--- config.mk ---
export PLATFORM = sky130hd
export DESIGN_NAME = ws2812_frame_sched
export DESIGN_NICKNAME = d
export VERILOG_FILES = /design/src/rtl/ws2812_pkg.sv /design/src/rtl/ws2812_pattern_gen.sv /design/src/rtl/ws2812_frame_sched.sv
export SDC_FILE = /design/constraint.sdc
export NUM_CORES = 1
export LEC_CHECK = 0
export BUFFER_PORTS_ARGS = -buffer_cell sky130_fd_sc_hd__buf_2
export CAP_MARGIN = 10
export CORE_UTILIZATION = 40
export DETAILED_ROUTE_END_ITERATION = 8
export PLACE_DENSITY_LB_ADDON = 0.3
export REMOVE_ABC_BUFFERS = 1
export SYNTH_ARGS = -nofsm -noshare
export SYNTH_HDL_FRONTEND = slang
export SYNTH_SLANG_ARGS = --single-unit
--- constraint.sdc ---
create_clock -name clk -period 6 [get_ports clk]
set_clock_uncertainty 0.2 [all_clocks]
set_input_delay 0.3 -clock clk [delete_from_list [all_inputs] [get_ports clk]]
set_output_delay 0.3 -clock clk [all_outputs]
set_load 0.01 [all_outputs]
--- src/rtl/ws2812_pkg.sv ---
// ============================================================================
// ws2812_pkg : shared pattern indices, scheduler states and word width
// Revision   : 1.0
// ============================================================================
`default_nettype none

package ws2812_pkg;

  localparam int GRB_W = 24;

  localparam logic [2:0] PAT_OFF   = 3'd0;
  localparam logic [2:0] PAT_SOLID = 3'd1;
  localparam logic [2:0] PAT_BLINK = 3'd2;
  localparam logic [2:0] PAT_CHASE = 3'd3;
  localparam logic [2:0] PAT_ALT   = 3'd4;
  localparam logic [2:0] PAT_NUM   = 3'd5;

  typedef enum logic [2:0] {
    ST_IDLE  = 3'd0,
    ST_LOAD  = 3'd1,
    ST_SEND  = 3'd2,
    ST_DRAIN = 3'd3,
    ST_LATCH = 3'd4
  } sched_state_t;

endpackage

`default_nettype wire

--- src/rtl/ws2812_pattern_gen.sv ---
// ============================================================================
// ws2812_pattern_gen : combinational GRB word for one pixel of a pattern
// Revision           : 1.0
// ============================================================================
`default_nettype none

module ws2812_pattern_gen
  import ws2812_pkg::*;
#(
  parameter int               IDX_W    = 3,
  parameter logic [GRB_W-1:0] COLOR_ON = 24'h001000
) (
  input  logic [2:0]       i_pat,
  input  logic [IDX_W-1:0] i_index,
  input  logic [IDX_W-1:0] i_chase,
  input  logic             i_blink_phase,
  output logic [GRB_W-1:0] o_word
);

  always_comb begin
    o_word = '0;
    case (i_pat)
      PAT_SOLID: o_word = COLOR_ON;
      PAT_BLINK: if (i_blink_phase) o_word = COLOR_ON;
      PAT_CHASE: if (i_index == i_chase) o_word = COLOR_ON;
      PAT_ALT:   if (i_index[0] == i_blink_phase) o_word = COLOR_ON;
      default:   o_word = '0;
    endcase
  end

endmodule

`default_nettype wire

--- src/rtl/ws2812_frame_sched.sv ---
// ============================================================================
// ws2812_frame_sched : frame timer, pixel streaming and latch gap for WS2812
// Revision           : 1.0
// ============================================================================
`default_nettype none

module ws2812_frame_sched
  import ws2812_pkg::*;
#(
  parameter int               NUM_LEDS     = 8,
  parameter int               FRAME_CYCLES = 1000000,
  parameter int               LATCH_CYCLES = 15000,
  parameter int               BLINK_FRAMES = 25,
  parameter logic [GRB_W-1:0] COLOR_ON     = 24'h001000
) (
  input  logic             clk,
  input  logic             rst,
  input  logic [2:0]       i_pattern_select,
  output logic [GRB_W-1:0] o_pix_data,
  output logic             o_pix_valid,
  input  logic             i_pix_ready,
  input  logic             i_tx_idle,
  output logic             o_frame_busy,
  output logic             o_frame_done
);

  localparam int IDX_W = $clog2(NUM_LEDS);
  localparam int FT_W  = (FRAME_CYCLES > 1) ? $clog2(FRAME_CYCLES) : 1;
  localparam int LT_W  = (LATCH_CYCLES > 1) ? $clog2(LATCH_CYCLES) : 1;
  localparam int BC_W  = (BLINK_FRAMES > 1) ? $clog2(BLINK_FRAMES) : 1;

  localparam logic [FT_W-1:0]  c_frame_last = FT_W'(FRAME_CYCLES - 1);
  localparam logic [LT_W-1:0]  c_latch_last = LT_W'(LATCH_CYCLES - 1);
  localparam logic [BC_W-1:0]  c_blink_last = BC_W'(BLINK_FRAMES - 1);
  localparam logic [IDX_W-1:0] c_idx_last   = IDX_W'(NUM_LEDS - 1);

  sched_state_t     r_state;
  logic [FT_W-1:0]  r_frame_cnt;
  logic             r_tick_pend;
  logic [2:0]       r_pat_q;
  logic [IDX_W-1:0] r_index;
  logic [IDX_W-1:0] r_chase;
  logic [BC_W-1:0]  r_blink_cnt;
  logic             r_blink_phase;
  logic [LT_W-1:0]  r_latch_cnt;
  logic [GRB_W-1:0] r_pix_data;
  logic             r_pix_valid;
  logic             r_frame_busy;
  logic             r_frame_done;

  logic             w_frame_tick;
  logic [2:0]       w_pat_in;
  logic [2:0]       w_gen_pat;
  logic [IDX_W-1:0] w_gen_idx;
  logic [GRB_W-1:0] w_gen_word;

  assign w_frame_tick = (r_frame_cnt == c_frame_last);
  assign w_pat_in     = (i_pattern_select >= PAT_NUM) ? PAT_OFF : i_pattern_select;

  // The generator always looks one word ahead so pix_data can be registered without bubbles.
  assign w_gen_pat = (r_state == ST_LOAD) ? w_pat_in : r_pat_q;
  assign w_gen_idx = (r_state == ST_LOAD) ? '0 : r_index + 1'b1;

  ws2812_pattern_gen #(
    .IDX_W    (IDX_W),
    .COLOR_ON (COLOR_ON)
  ) u_pattern_gen (
    .i_pat         (w_gen_pat),
    .i_index       (w_gen_idx),
    .i_chase       (r_chase),
    .i_blink_phase (r_blink_phase),
    .o_word        (w_gen_word)
  );

  always_ff @(posedge clk or posedge rst) begin
    if (rst) begin
      r_frame_cnt <= '0;
    end else if (w_frame_tick) begin
      r_frame_cnt <= '0;
    end else begin
      r_frame_cnt <= r_frame_cnt + 1'b1;
    end
  end

  always_ff @(posedge clk or posedge rst) begin
    if (rst) begin
      r_state       <= ST_IDLE;
      r_tick_pend   <= 1'b0;
      r_pat_q       <= PAT_OFF;
      r_index       <= '0;
      r_chase       <= '0;
      r_blink_cnt   <= '0;
      r_blink_phase <= 1'b0;
      r_latch_cnt   <= '0;
      r_pix_data    <= '0;
      r_pix_valid   <= 1'b0;
      r_frame_busy  <= 1'b0;
      r_frame_done  <= 1'b0;
    end else begin
      if (w_frame_tick) r_tick_pend <= 1'b1;
      case (r_state)
        ST_IDLE: begin
          if (w_frame_tick || r_tick_pend) begin
            r_tick_pend  <= 1'b0;
            r_frame_busy <= 1'b1;
            r_state      <= ST_LOAD;
          end
        end
        ST_LOAD: begin
          r_pat_q     <= w_pat_in;
          r_index     <= '0;
          r_pix_data  <= w_gen_word;
          r_pix_valid <= 1'b1;
          r_state     <= ST_SEND;
        end
        ST_SEND: begin
          if (r_pix_valid && i_pix_ready) begin
            if (r_index == c_idx_last) begin
              r_pix_valid <= 1'b0;
              r_state     <= ST_DRAIN;
            end else begin
              r_index    <= r_index + 1'b1;
              r_pix_data <= w_gen_word;
            end
          end
        end
        ST_DRAIN: begin
          if (i_tx_idle) begin
            r_latch_cnt  <= '0;
            r_frame_done <= (LATCH_CYCLES == 1);
            r_state      <= ST_LATCH;
          end
        end
        ST_LATCH: begin
          // frame_done is raised ahead so it coincides with the final latch cycle.
          if (r_latch_cnt == c_latch_last) begin
            r_frame_done <= 1'b0;
            r_frame_busy <= 1'b0;
            r_state      <= ST_IDLE;
            r_chase      <= (r_chase == c_idx_last) ? '0 : r_chase + 1'b1;
            if (r_blink_cnt == c_blink_last) begin
              r_blink_cnt   <= '0;
              r_blink_phase <= ~r_blink_phase;
            end else begin
              r_blink_cnt <= r_blink_cnt + 1'b1;
            end
          end else begin
            r_latch_cnt  <= r_latch_cnt + 1'b1;
            r_frame_done <= (r_latch_cnt + 1'b1 == c_latch_last);
          end
        end
        default: r_state <= ST_IDLE;
      endcase
    end
  end

  assign o_pix_data   = r_pix_data;
  assign o_pix_valid  = r_pix_valid;
  assign o_frame_busy = r_frame_busy;
  assign o_frame_done = r_frame_done;

endmodule

`default_nettype wire

==> results by group, run 1 <==
Status
  – Status: finished clean

Synthesis
  – Top post-synthesis cells by area: dfrtp_1, buf_4, o21ai_0, nand2_1, xor2_1
  – Syn avg cell area: 8.931 um2
  – Mux contribution to synthesized area: 0.5946%
  – Post-synthesis compound-gate area fraction: 14.38%
  – Area share of fa/ha/maj cells after synthesis: 3.344%
  – Cells after Synth: 377
  – Post-synth EDFFs: 0
  – Share of the synthesized area in the top cell type: 42.36%
  – Post-synthesis register bit count: 57
  – Simple-Gate Fraction of Synth Area: 24.79%
  – Register area share after synthesis: 42.36%
  – Synth Warn #: 0
  – Synth Cell Area: 3367 um2
  – XOR/XNOR share of the synthesized area: 5.463%
  – Distinct cell type count after synthesis: 53
  – Synth async-reset ratio: 100.0%
  – Largest family of logic cells by synthesized area: simple AND/OR/NAND/NOR gates
  – Ys flop type: dfrtp_1
  – Synth area leader: dfrtp_1

CTS
  – Number of CTS-inserted buffers: 9
  – CTS Buffer Depth: 2
  – Sinks on Clock Net: 57
  – Root Driver: clkbuf_8
  – Resized Gates After CTS: 0
  – TritonCTS clock tree: done
  – Clock Latency Late Sink: 330 ps
  – H-tree levels: 3
  – Worst-path clk slew: 70 ps

STA
  – Final setup vio count: 0
  – Setup TNS: 0 ps
  – Worst-Margin Slew: 752.5 ps
  – Final period util: 43.13%
  – Final Hold Viols: 0
  – RSZ-0062 raised after global routing: false
  – Rel. slew slack: 49.45%
  – Final Critical Period: 2588 ps
  – Slew Limit Fails: 0
  – Fmax: 0.3865 GHz
  – WHS: 90.62 ps

GRT
  – Vias in the first global route: 2,456
  – Largest net degree at the start of global routing: 58
  – Total GRT Usage: 16.56%
  – First-pass GRT wire length: 11.29 mm
  – Initial antenna violation count: 0
  – Global route overflow: 0

Pwr
  – Max VDD drop: 0.1250 mV
  – Clock Power Share: 32.6%
  – PD cells: 307.3 nW/um2
  – Static Leakage: 1.652 nW
  – Psw: 371.2 uW
  – Combinational fraction of design power: 21.1%
  – Sw frac: 33.43%
  – Part of the power in registers: 46.2%
  – Internal power: 739.2 uW

Critical path
  – Arr. time, crit path: 2650 ps
  – Worst flop-to-flop path startpoint: r_latch_cnt[0]$_DFFE_PP0P_
  – CP endpoint kind: register
  – Kind of launch point of the worst setup path: register
  – Critical path's slowest cell: or4_4
  – Crit-path cells: ha_1 > nand4b_1 > or4_4 > a21boi_4 > o21bai_1 > a22o_1
  – Reg2reg end: r_latch_cnt[6]$_DFFE_PP0P_
  – Crit Path Class: reg -> reg
  – R2R depth: 6
  – WP data required: 6060 ps
  – CP Launch Point: r_latch_cnt[0]$_DFFE_PP0P_
  – Reg2Reg Setup Slack: 3410 ps
  – CP peak stage delay: 650 ps
  – Max FO, Critical Path: 15
  – Worst Setup EP: r_latch_cnt[6]$_DFFE_PP0P_

Layout
  – Fillers: 805
  – Fin nets: 403
  – Post-Layout Cell Count: 496
  – Diodes inserted: 0
  – Share of cells above drive strength 1: 9.463%
  – Fin area: 3613 um2
  – Util after Layout: 44.20%
  – Commonest non-fill, non-tap cell in the layout: dfrtp_1
  – Most frequent cells in the layout: dfrtp_1, nand2_1, o21ai_0
  – Area delta synth->final: 7.321%

Flow run
  – Maxcap violations: 0

Floorplanning
  – Starting Density: 41.18%
  – CORE AREA: 8175 um2
  – Ports: 34
  – # rows: 33
  – Die area: 8788 um2
  – Die W: 93.75 um
  – Die extent in y: 93.75 um

Drt
  – Drt via density: 5.286
  – Wirelength per Cell: 13.05 um
  – Via count: 2,622
  – Final ANT Viol Nets: 0
  – Starting DRT DRC Count: 110
  – DR DRC count: 0
  – Drt first pass iters: 5
  – Final wirelength: 6.473 mm

Placed design
  – DPL Wire Length: 4.466 mm
  – Gpl congestion: 0.8618
  – Inst Count DP: 480
  – Port bufs: 10
  – Area after DPL: 3408 um2

Hold path
  – Hold/Removal Path Class: in -> reg
-- cells in the mapped netlist (all sizes together) (3+ instances only) --
cell type / number
o21ai: 37
nor4: 8
nand3b: 5
a21o: 3
nor3: 20
clkbuf: 7
a22o: 3
nand4: 9
nor2b: 5
ha: 9
nand2b: 3
nand3: 20
o31ai: 4
xor2: 13
nor2: 26
inv: 17
and3: 5
dfrtp: 57
xnor2: 8
nand2: 43
nor3b: 3
buf: 29
a21oi: 8
-- cell families after synthesis --
group           count (synthesis)
mux                             2
buf+inv                        53
compound gates                 75
flops                          57
other cells                     1
xor+xnor                       21
simple gates                  159
fa+ha+maj                       9
-- layout make-up --
type / count / area, um2 / share of cell area [%]
clock inverters: 3 / 40.04 / 1.108
inverters: 17 / 63.81 / 1.766
multi-input cells: 289 / 1722 / 47.65
clock buffers: 12 / 155.1 / 4.294
well taps: 105 / 131.4 / 3.636
repair buffers: 13 / 75.07 / 2.078
flip-flops and latches: 57 / 1426 / 39.47
-- power groups by stage --
| stage | clock network [mW] | logic [mW] | registers [mW] |
|---|---|---|---|
| floorplan | 0 | 0.184 | 0.500 |
| CTS | 0.372 | 0.236 | 0.512 |
| finish | 0.362 | 0.235 | 0.514 |
| global placement | 0 | 0.227 | 0.517 |
| detailed placement | 0 | 0.235 | 0.518 |
| global route | 0.394 | 0.271 | 0.525 |
-- flip-flops by register name, summed over array words and instances (netlist names) --
signal and flops:
o_frame_busy 1, o_frame_done 1, o_pix_data 1, o_pix_valid 1
r_blink_cnt 5, r_blink_phase 1, r_chase 3, r_frame_cnt 20
r_index 3, r_latch_cnt 14, r_pat_q 3, r_state 3
r_tick_pend 1
-- critical path, delay by kind of cell, from the launching register on --
kind	cells	cell delay (ps)
flip-flops	1	410
AO/OA/AOI/OAI	3	690
adder cells (fa/ha/maj)	1	340
AND/OR/NAND/NOR	2	880
-- metrics by stage --
step	setup slack (ps)	total power [mW]
after floorplan	3691	0.6832
after global placement	3508	0.7443
after detailed placement	3418	0.7532
after CTS	3416	1.120
after global routing	3237	1.190
final	3412	1.110
-- timing repair --
item	in CTS	in global routing
hold buffers	1	0
hold endpoints to repair	9	0
setup buffers	0	0
-- per-layer routing --
metal / track usage, % / wire length [um] / vias to the layer above
met5: 0 / 0 / -
li1: - / - / 1305
met4: 7.308 / 91 / 0
met2: 23.84 / 2852 / 65
met3: 3.883 / 296 / 11
met1: 23.47 / 3233 / 1241
-- how the worst min path moves through the flow --
stage	start	end	slack [ps]	cells after the start
after floorplan	r_pat_q[0]$_DFF_PP0_	r_pat_q[0]$_DFF_PP0_	250	2
after global placement	r_index[2]$_DFFE_PP0P_	r_index[2]$_DFFE_PP0P_	270	2
after detailed placement	r_frame_cnt[0]$_DFF_PP0_	r_frame_cnt[0]$_DFF_PP0_	280	1
after CTS	i_pattern_select[1]	r_pat_q[1]$_DFF_PP0_	80	3
after global routing	i_pattern_select[1]	r_pat_q[2]$_DFF_PP0_	110	3
final	i_pattern_select[0]	r_pat_q[0]$_DFF_PP0_	90	3
No activity file was read; power rests on OpenSTA's default activity.
==> run 2: changes to the inputs <==
==> constraint.sdc (replaced) <==
create_clock -name clk -period 2.1 [get_ports clk]
set_clock_uncertainty 0.2 [all_clocks]
set_input_delay 0.105 -clock clk [delete_from_list [all_inputs] [get_ports clk]]
set_output_delay 0.105 -clock clk [all_outputs]
set_load 0.01 [all_outputs]
==> run 2 against run 1 <==
Net effect: the run now ends with negative setup slack left; utilization is 7.7 points higher; hold slack worse by 51 ps; design area is 17% higher; critical endpoint is now r_latch_cnt[13]$_DFFE_PP0P_; largest power group unchanged.
==> results by group, run 2 (synthesis gave the netlist of run 1 again) <==
Critical path
  – Max FO, Critical Path: 5 (was 15)
  – CP peak stage delay: 640 ps (was 650 ps)
  – WP data required: 2170 ps (was 6060 ps)
  – Arr. time, crit path: 2320 ps (was 2650 ps)
  – Crit Path Class: reg -> reg (unchanged)
  – CP endpoint kind: register (unchanged)
  – Critical path's slowest cell: or4_4 (unchanged)
  – Kind of launch point of the worst setup path: register (unchanged)
  – Crit-path cells: ha_2 > nand4b_1 > or4_4 > a21boi_4 > buf_4 > buf_6 > a22o_1 (was ha_1 > nand4b_1 > or4_4 > a21boi_4 > o21bai_1 > a22o_1)

GRT
  – Total GRT Usage: 19.04% (was 16.56%)
  – Initial antenna violation count: 0 (unchanged)
  – Largest net degree at the start of global routing: 47 (was 58)
  – Global route overflow: 0 (unchanged)
  – Vias in the first global route: 2,810 (was 2,456)
  – First-pass GRT wire length: 12.93 mm (was 11.29 mm)

Drt
  – Via count: 2,911 (was 2,622)
  – Starting DRT DRC Count: 101 (was 110)
  – Final ANT Viol Nets: 0 (unchanged)
  – Wirelength per Cell: 14.03 um (was 13.05 um)
  – Final wirelength: 7.746 mm (was 6.473 mm)
  – Drt first pass iters: 4 (was 5)
  – Drt via density: 5.274 (was 5.286)
  – DR DRC count: 0 (unchanged)

STA
  – Final Critical Period: 2253 ps (was 2588 ps)
  – RSZ-0062 raised after global routing: true (was false)
  – Fmax: 0.4439 GHz (was 0.3865 GHz)
  – Slew Limit Fails: 0 (unchanged)
  – Setup TNS: -1884 ps (was 0 ps)
  – Final period util: 107.3% (was 43.13%)
  – Final Hold Viols: 0 (unchanged)
  – Final setup vio count: 22 (was 0)
  – Final worst slack: -153.0 ps (was 3412 ps)
  – WHS: 39.99 ps (was 90.62 ps)

CTS
  – Clock Latency Late Sink: 340 ps (was 330 ps)
  – H-tree levels: 3 (unchanged)
  – Sinks on Clock Net: 57 (unchanged)
  – Worst-path clk slew: 70 ps (about the same)
  – Root Driver: clkbuf_8 (unchanged)
  – Number of CTS-inserted buffers: 9 (unchanged)
  – CTS Buffer Depth: 2 (unchanged)
  – TritonCTS clock tree: done (unchanged)

Floorplanning
  – # rows: 33 (unchanged)
  – Ports: 34 (unchanged)
  – Die W: 93.75 um (unchanged)
  – CORE AREA: 8175 um2 (unchanged)
  – Die extent in y: 93.75 um (unchanged)
  – Die area: 8788 um2 (unchanged)
  – Starting Density: 41.18% (unchanged)

Placed design
  – DPL Wire Length: 5.254 mm (was 4.466 mm)
  – Area after DPL: 3756 um2 (was 3408 um2)
  – Gpl congestion: 0.8356 (was 0.8618)
  – Port bufs: 10 (unchanged)
  – Dpl ws: -109.3 ps (was 3418 ps)

Layout
  – Fin area: 4244 um2 (was 3613 um2)
  – Share of cells above drive strength 1: 25.73% (was 9.463%)
  – Largest register by flop count: r_frame_cnt (unchanged)
  – Diodes inserted: 0 (unchanged)
  – Commonest non-fill, non-tap cell in the layout: dfrtp_1 (unchanged)
  – Largest registers: r_frame_cnt: 20 flops, r_latch_cnt: 14 flops, r_blink_cnt: 5 flops (unchanged)
  – Area delta synth->final: 26.05% (was 7.321%)
  – Fin nets: 458 (was 403)
  – Most frequent cells in the layout: dfrtp_1, buf_4, nand2_1 (was dfrtp_1, nand2_1, o21ai_0)
  – Util after Layout: 51.91% (was 44.20%)
  – Max reg flops: 20 (unchanged)

Pwr
  – Internal power: 2.579 mW (was 739.2 uW)
  – Clock Power Share: 32.2% (was 32.6%)
  – PD cells: 899.1 nW/um2 (was 307.3 nW/um2)
  – Static Leakage: 1.972 nW (was 1.652 nW)
  – Combinational fraction of design power: 32.7% (was 21.1%)
  – Psw: 1.237 mW (was 371.2 uW)
  – Max VDD drop: 0.3932 mV (was 0.1250 mV)
  – Part of the power in registers: 35.1% (was 46.2%)
  – Sw frac: 32.40% (was 33.43%)

Flow run
  – Maxcap violations: 0 (unchanged)

Status
  – Status: complete, but fails checks (was finished clean)
  – Failing checks: negative setup slack

Hold path
  – Hold/Removal Path Class: in -> async (was in -> reg)
==> run 2: cell type report <==
type,count,area [um2]
fillers,765,3931
multi-input cells,289,1837
flip-flops and latches,57,1426
repair buffers,68,546.8
clock buffers,12,165.2
well taps,105,131.4
clock inverters,4,73.82
inverters,17,63.81
==> run 2: power by group through the flow <==
stage | clock network (mW) | registers (mW) | logic, mW
after floorplan | 0 | 1.43 | 0.524
after global placement | 0 | 1.34 | 1.03
after detailed placement | 0 | 1.35 | 1.07
after CTS | 1.26 | 1.33 | 1.19
after global routing | 1.31 | 1.36 | 1.38
final | 1.23 | 1.34 | 1.25
==> run 2: metrics by stage <==
stage / cells / power [mW]
global route: 552 / 4.052
floorplan: 363 / 1.952
CTS: 549 / 3.782
global placement: 523 / 2.377
finish: 552 / 3.816
detailed placement: 523 / 2.418
==> run 2: metal layers <==
layer | wire length, um | share of wire (%) | track usage (%) | vias up
met5 | 0 | 0 | 0 | -
met4 | 146 | 1.9 | 7.821 | 0
met3 | 264 | 3.4 | 3.964 | 17
met2 | 3808 | 49 | 31.45 | 60
met1 | 3525 | 46 | 24.12 | 1410
li1 | - | - | - | 1424
==> run 2: critical path: cells and delay by family (launching register included) <==
kind / cells / cell delay [ps]
AOI/OAI and AO/OA: 2 / 360
buffers and inverters: 2 / 270
adders and majority gates: 1 / 190
and+or+nand+nor: 2 / 810
DFF: 1 / 360
==> run 2: final timing paths <==
check / from / endpoint / slack (ps) / cells past startpoint
max in group asynchronous: rst / r_latch_cnt[2]$_DFFE_PP0P_ / 1110 / 4
worst min register to register: r_frame_cnt[0]$_DFF_PP0_ / r_frame_cnt[0]$_DFF_PP0_ / 280 / 1
worst max-delay path: r_latch_cnt[1]$_DFFE_PP0P_ / r_latch_cnt[13]$_DFFE_PP0P_ / -150 / 7
worst max register to register: r_latch_cnt[1]$_DFFE_PP0P_ / r_latch_cnt[13]$_DFFE_PP0P_ / -150 / 7
worst min-delay path: rst / r_frame_cnt[15]$_DFF_PP0_ / 40 / 3
min in group clk: i_pattern_select[2] / r_pat_q[2]$_DFF_PP0_ / 150 / 4
==> run 2: what timing repair did <==
action | in CTS | in global routing
resized for setup | 27 | 33
cloned | 1 | 0
pin swaps | 11 | 18
hold endpoints to repair | 62 | 0
hold buffers | 7 | 0
buffers inserted | 2 | 4
setup endpoints to repair | 22 | 27
==> run 3: changes to the inputs <==
--- a/config.mk
+++ b/config.mk
@@ -7,10 +7,11 @@
 export LEC_CHECK = 0
 export BUFFER_PORTS_ARGS = -buffer_cell sky130_fd_sc_hd__buf_2
 export CAP_MARGIN = 10
-export CORE_UTILIZATION = 40
+export CORE_UTILIZATION = 30
 export DETAILED_ROUTE_END_ITERATION = 8
 export PLACE_DENSITY_LB_ADDON = 0.3
 export REMOVE_ABC_BUFFERS = 1
+export SKIP_LAST_GASP = 1
 export SYNTH_ARGS = -nofsm -noshare
 export SYNTH_HDL_FRONTEND = slang
 export SYNTH_SLANG_ARGS = --single-unit
==> run 3 against run 2 <==
Net effect: the run still ends with negative setup slack left; critical path depth shrank 1; register-to-register slack gained 120 ps; routed wire length shrank 4.5%; via count shrank 3.2%.
==> results by group, run 3 (synthesis gave the netlist of run 1 again) <==
Status
  – Status: complete, but fails checks (unchanged)
  – Failing checks: negative setup slack (unchanged)

CTS
  – Number of CTS-inserted buffers: 9 (unchanged)
  – Sinks on Clock Net: 57 (unchanged)
  – TritonCTS clock tree: done (unchanged)
  – CTS Buffer Depth: 2 (unchanged)
  – Worst-path clk slew: 70 ps (about the same)
  – H-tree levels: 3 (unchanged)
  – Clock Latency Late Sink: 340 ps (about the same)
  – Root Driver: clkbuf_8 (unchanged)

Pwr
  – Combinational fraction of design power: 32.1% (was 32.7%)
  – Max VDD drop: 0.4063 mV (was 0.3932 mV)
  – Psw: 1.137 mW (was 1.237 mW)
  – Sw frac: 32.33% (was 32.40%)
  – Static Leakage: 1.934 nW (was 1.972 nW)
  – Clock Power Share: 29.4% (was 32.2%)
  – Part of the power in registers: 38.4% (was 35.1%)
  – PD cells: 846.9 nW/um2 (was 899.1 nW/um2)
  – Internal power: 2.381 mW (was 2.579 mW)

Critical path
  – R2R depth: 6 (was 7)
  – Worst flop-to-flop path startpoint: r_latch_cnt[8]$_DFFE_PP0P_ (was r_latch_cnt[1]$_DFFE_PP0P_)
  – Max FO, Critical Path: 5 (unchanged)
  – Arr. time, crit path: 2180 ps (was 2320 ps)
  – Kind of launch point of the worst setup path: register (unchanged)
  – CP Launch Point: r_latch_cnt[8]$_DFFE_PP0P_ (was r_latch_cnt[1]$_DFFE_PP0P_)
  – CP endpoint kind: register (unchanged)
  – WP data required: 2150 ps (was 2170 ps)
  – Crit Path Class: reg -> reg (unchanged)

Layout
  – Share of cells above drive strength 1: 21.57% (was 25.73%)
  – Largest register by flop count: r_frame_cnt (unchanged)
  – Fin area: 4154 um2 (was 4244 um2)
  – Most frequent cells in the layout: dfrtp_1, buf_4, nand2_1 (unchanged)
  – Commonest non-fill, non-tap cell in the layout: dfrtp_1 (unchanged)
  – Largest registers: r_frame_cnt: 20 flops, r_latch_cnt: 14 flops, r_blink_cnt: 5 flops (unchanged)
  – Fin nets: 457 (was 458)
  – Area delta synth->final: 23.37% (was 26.05%)
  – Fillers: 1,121 (was 765)
  – Diodes inserted: 0 (unchanged)
  – Max reg flops: 20 (unchanged)

Placed design
  – Gpl congestion: 0.8148 (was 0.8356)
  – Port bufs: 10 (unchanged)
  – Area after DPL: 3802 um2 (was 3756 um2)
  – DPL Wire Length: 5.507 mm (was 5.254 mm)

Hold path
  – Hold/Removal Path Class: in -> reg (was in -> async)
  – Hold path depth: 4
  – HP Start: i_pattern_select[0]

Drt
  – Final wirelength: 7.401 mm (was 7.746 mm)
  – Final ANT Viol Nets: 0 (unchanged)
  – Via count: 2,819 (was 2,911)
  – Wirelength per Cell: 12.65 um (was 14.03 um)
  – Drt first pass iters: 5 (was 4)
  – Drt via density: 4.819 (was 5.274)
  – DR DRC count: 0 (unchanged)
  – Starting DRT DRC Count: 109 (was 101)

GRT
  – Total GRT Usage: 13.92% (was 19.04%)
  – Vias in the first global route: 2,727 (was 2,810)
  – Initial antenna violation count: 0 (unchanged)
  – Global route overflow: 0 (unchanged)
  – First-pass GRT wire length: 12.56 mm (was 12.93 mm)
  – Largest net degree at the start of global routing: 25 (was 47)

Floorplanning
  – CORE AREA: 10,890 um2 (was 8175 um2)
  – # rows: 38 (was 33)
  – Die area: 11,650 um2 (was 8788 um2)
  – Die extent in y: 107.9 um (was 93.75 um)
  – Ports: 34 (unchanged)
  – Starting Density: 30.92% (was 41.18%)
  – Die W: 107.9 um (was 93.75 um)

STA
  – Worst-Margin Slew: 524.6 ps
  – RSZ-0062 raised after global routing: true (unchanged)
  – Fmax: 0.4679 GHz (was 0.4439 GHz)
  – Slew Limit Fails: 0 (unchanged)
  – WHS: 47.48 ps (was 39.99 ps)
  – Final worst slack: -37.02 ps (was -153.0 ps)
  – Final Critical Period: 2137 ps (was 2253 ps)
  – Final setup vio count: 12 (was 22)
  – Final Hold Viols: 0 (unchanged)
  – Setup TNS: -207.0 ps (was -1884 ps)
  – Final period util: 101.8% (was 107.3%)
  – Rel. slew slack: 64.97%

Flow run
  – Maxcap violations: 0 (unchanged)
[run 3: final timing paths]
| kind | to | slack, ps |
|---|---|---|
| max | r_latch_cnt[8]$_DFFE_PP0P_ | -40 |
| min in group asynchronous | o_frame_done$_DFFE_PP0P_ | 140 |
| min reg2reg | r_frame_cnt[18]$_DFF_PP0_ | 280 |
| max in group asynchronous | r_frame_cnt[14]$_DFF_PP0_ | 850 |
| max reg2reg | r_latch_cnt[8]$_DFFE_PP0P_ | -40 |
| min | r_pat_q[2]$_DFF_PP0_ | 50 |
[run 3: cell type report]
class                           instances  area (um2)  area share, %
Timing Repair Buffer                   67       509.2          12.26
Multi-Input combinational cell        289        1784          42.95
Tap cell                              140       175.2          4.217
Inverter                               17       63.81          1.536
Sequential cell                        57        1426          34.34
Clock inverter                          3       40.04         0.9639
Clock buffer                           12       155.1          3.735
[run 3: worst max-delay path: stages (launching register included)]
cell and delay, ps:
dfrtp_1 380, or3_4 390, or4_4 550, a21boi_4 220, buf_4 140, o21ai_0 90, o31ai_1 80
[run 3: timing repair]
item | 4_1_cts | 5_1_grt
buffers inserted | 1 | 3
pin swaps | 2 | 7
hold buffers | 6 | 0
gates resized for setup | 4 | 12
hold endpoints to repair | 27 | 0
endpoints found under the setup margin | 15 | 26
[run 3: metal layers]
metal  part of all wire (%)  track usage (%)
met5                      0                0
met4                    2.1            5.675
met3                    3.5            3.496
met2                     48            23.16
met1                     46            17.14
[run 3: power groups by stage]
stage               sequential [mW]  combinational, mW  clock [mW]
finish                         1.35               1.13        1.04
global route                   1.37               1.26        1.11
CTS                            1.35               1.09        1.07
detailed placement             1.36               1.06           0
global placement               1.36               1.04           0
floorplan                      1.43              0.524           0
[run 3: metrics by stage]
| step | instances | util [%] | total power, mW | worst slack [ps] |
|---|---|---|---|---|
| 2_1_floorplan | 363 | - | 1.952 | -208.6 |
| 4_1_cts | 582 | 37.46 | 3.512 | -45.80 |
| 3_3_place_gp | 560 | 34.92 | 2.398 | -47.61 |
| 5_1_grt | 585 | 38.15 | 3.744 | -127.4 |
| 6_report | 585 | 38.15 | 3.518 | -37.02 |
| 3_5_place_dp | 560 | 34.92 | 2.420 | -63.16 |
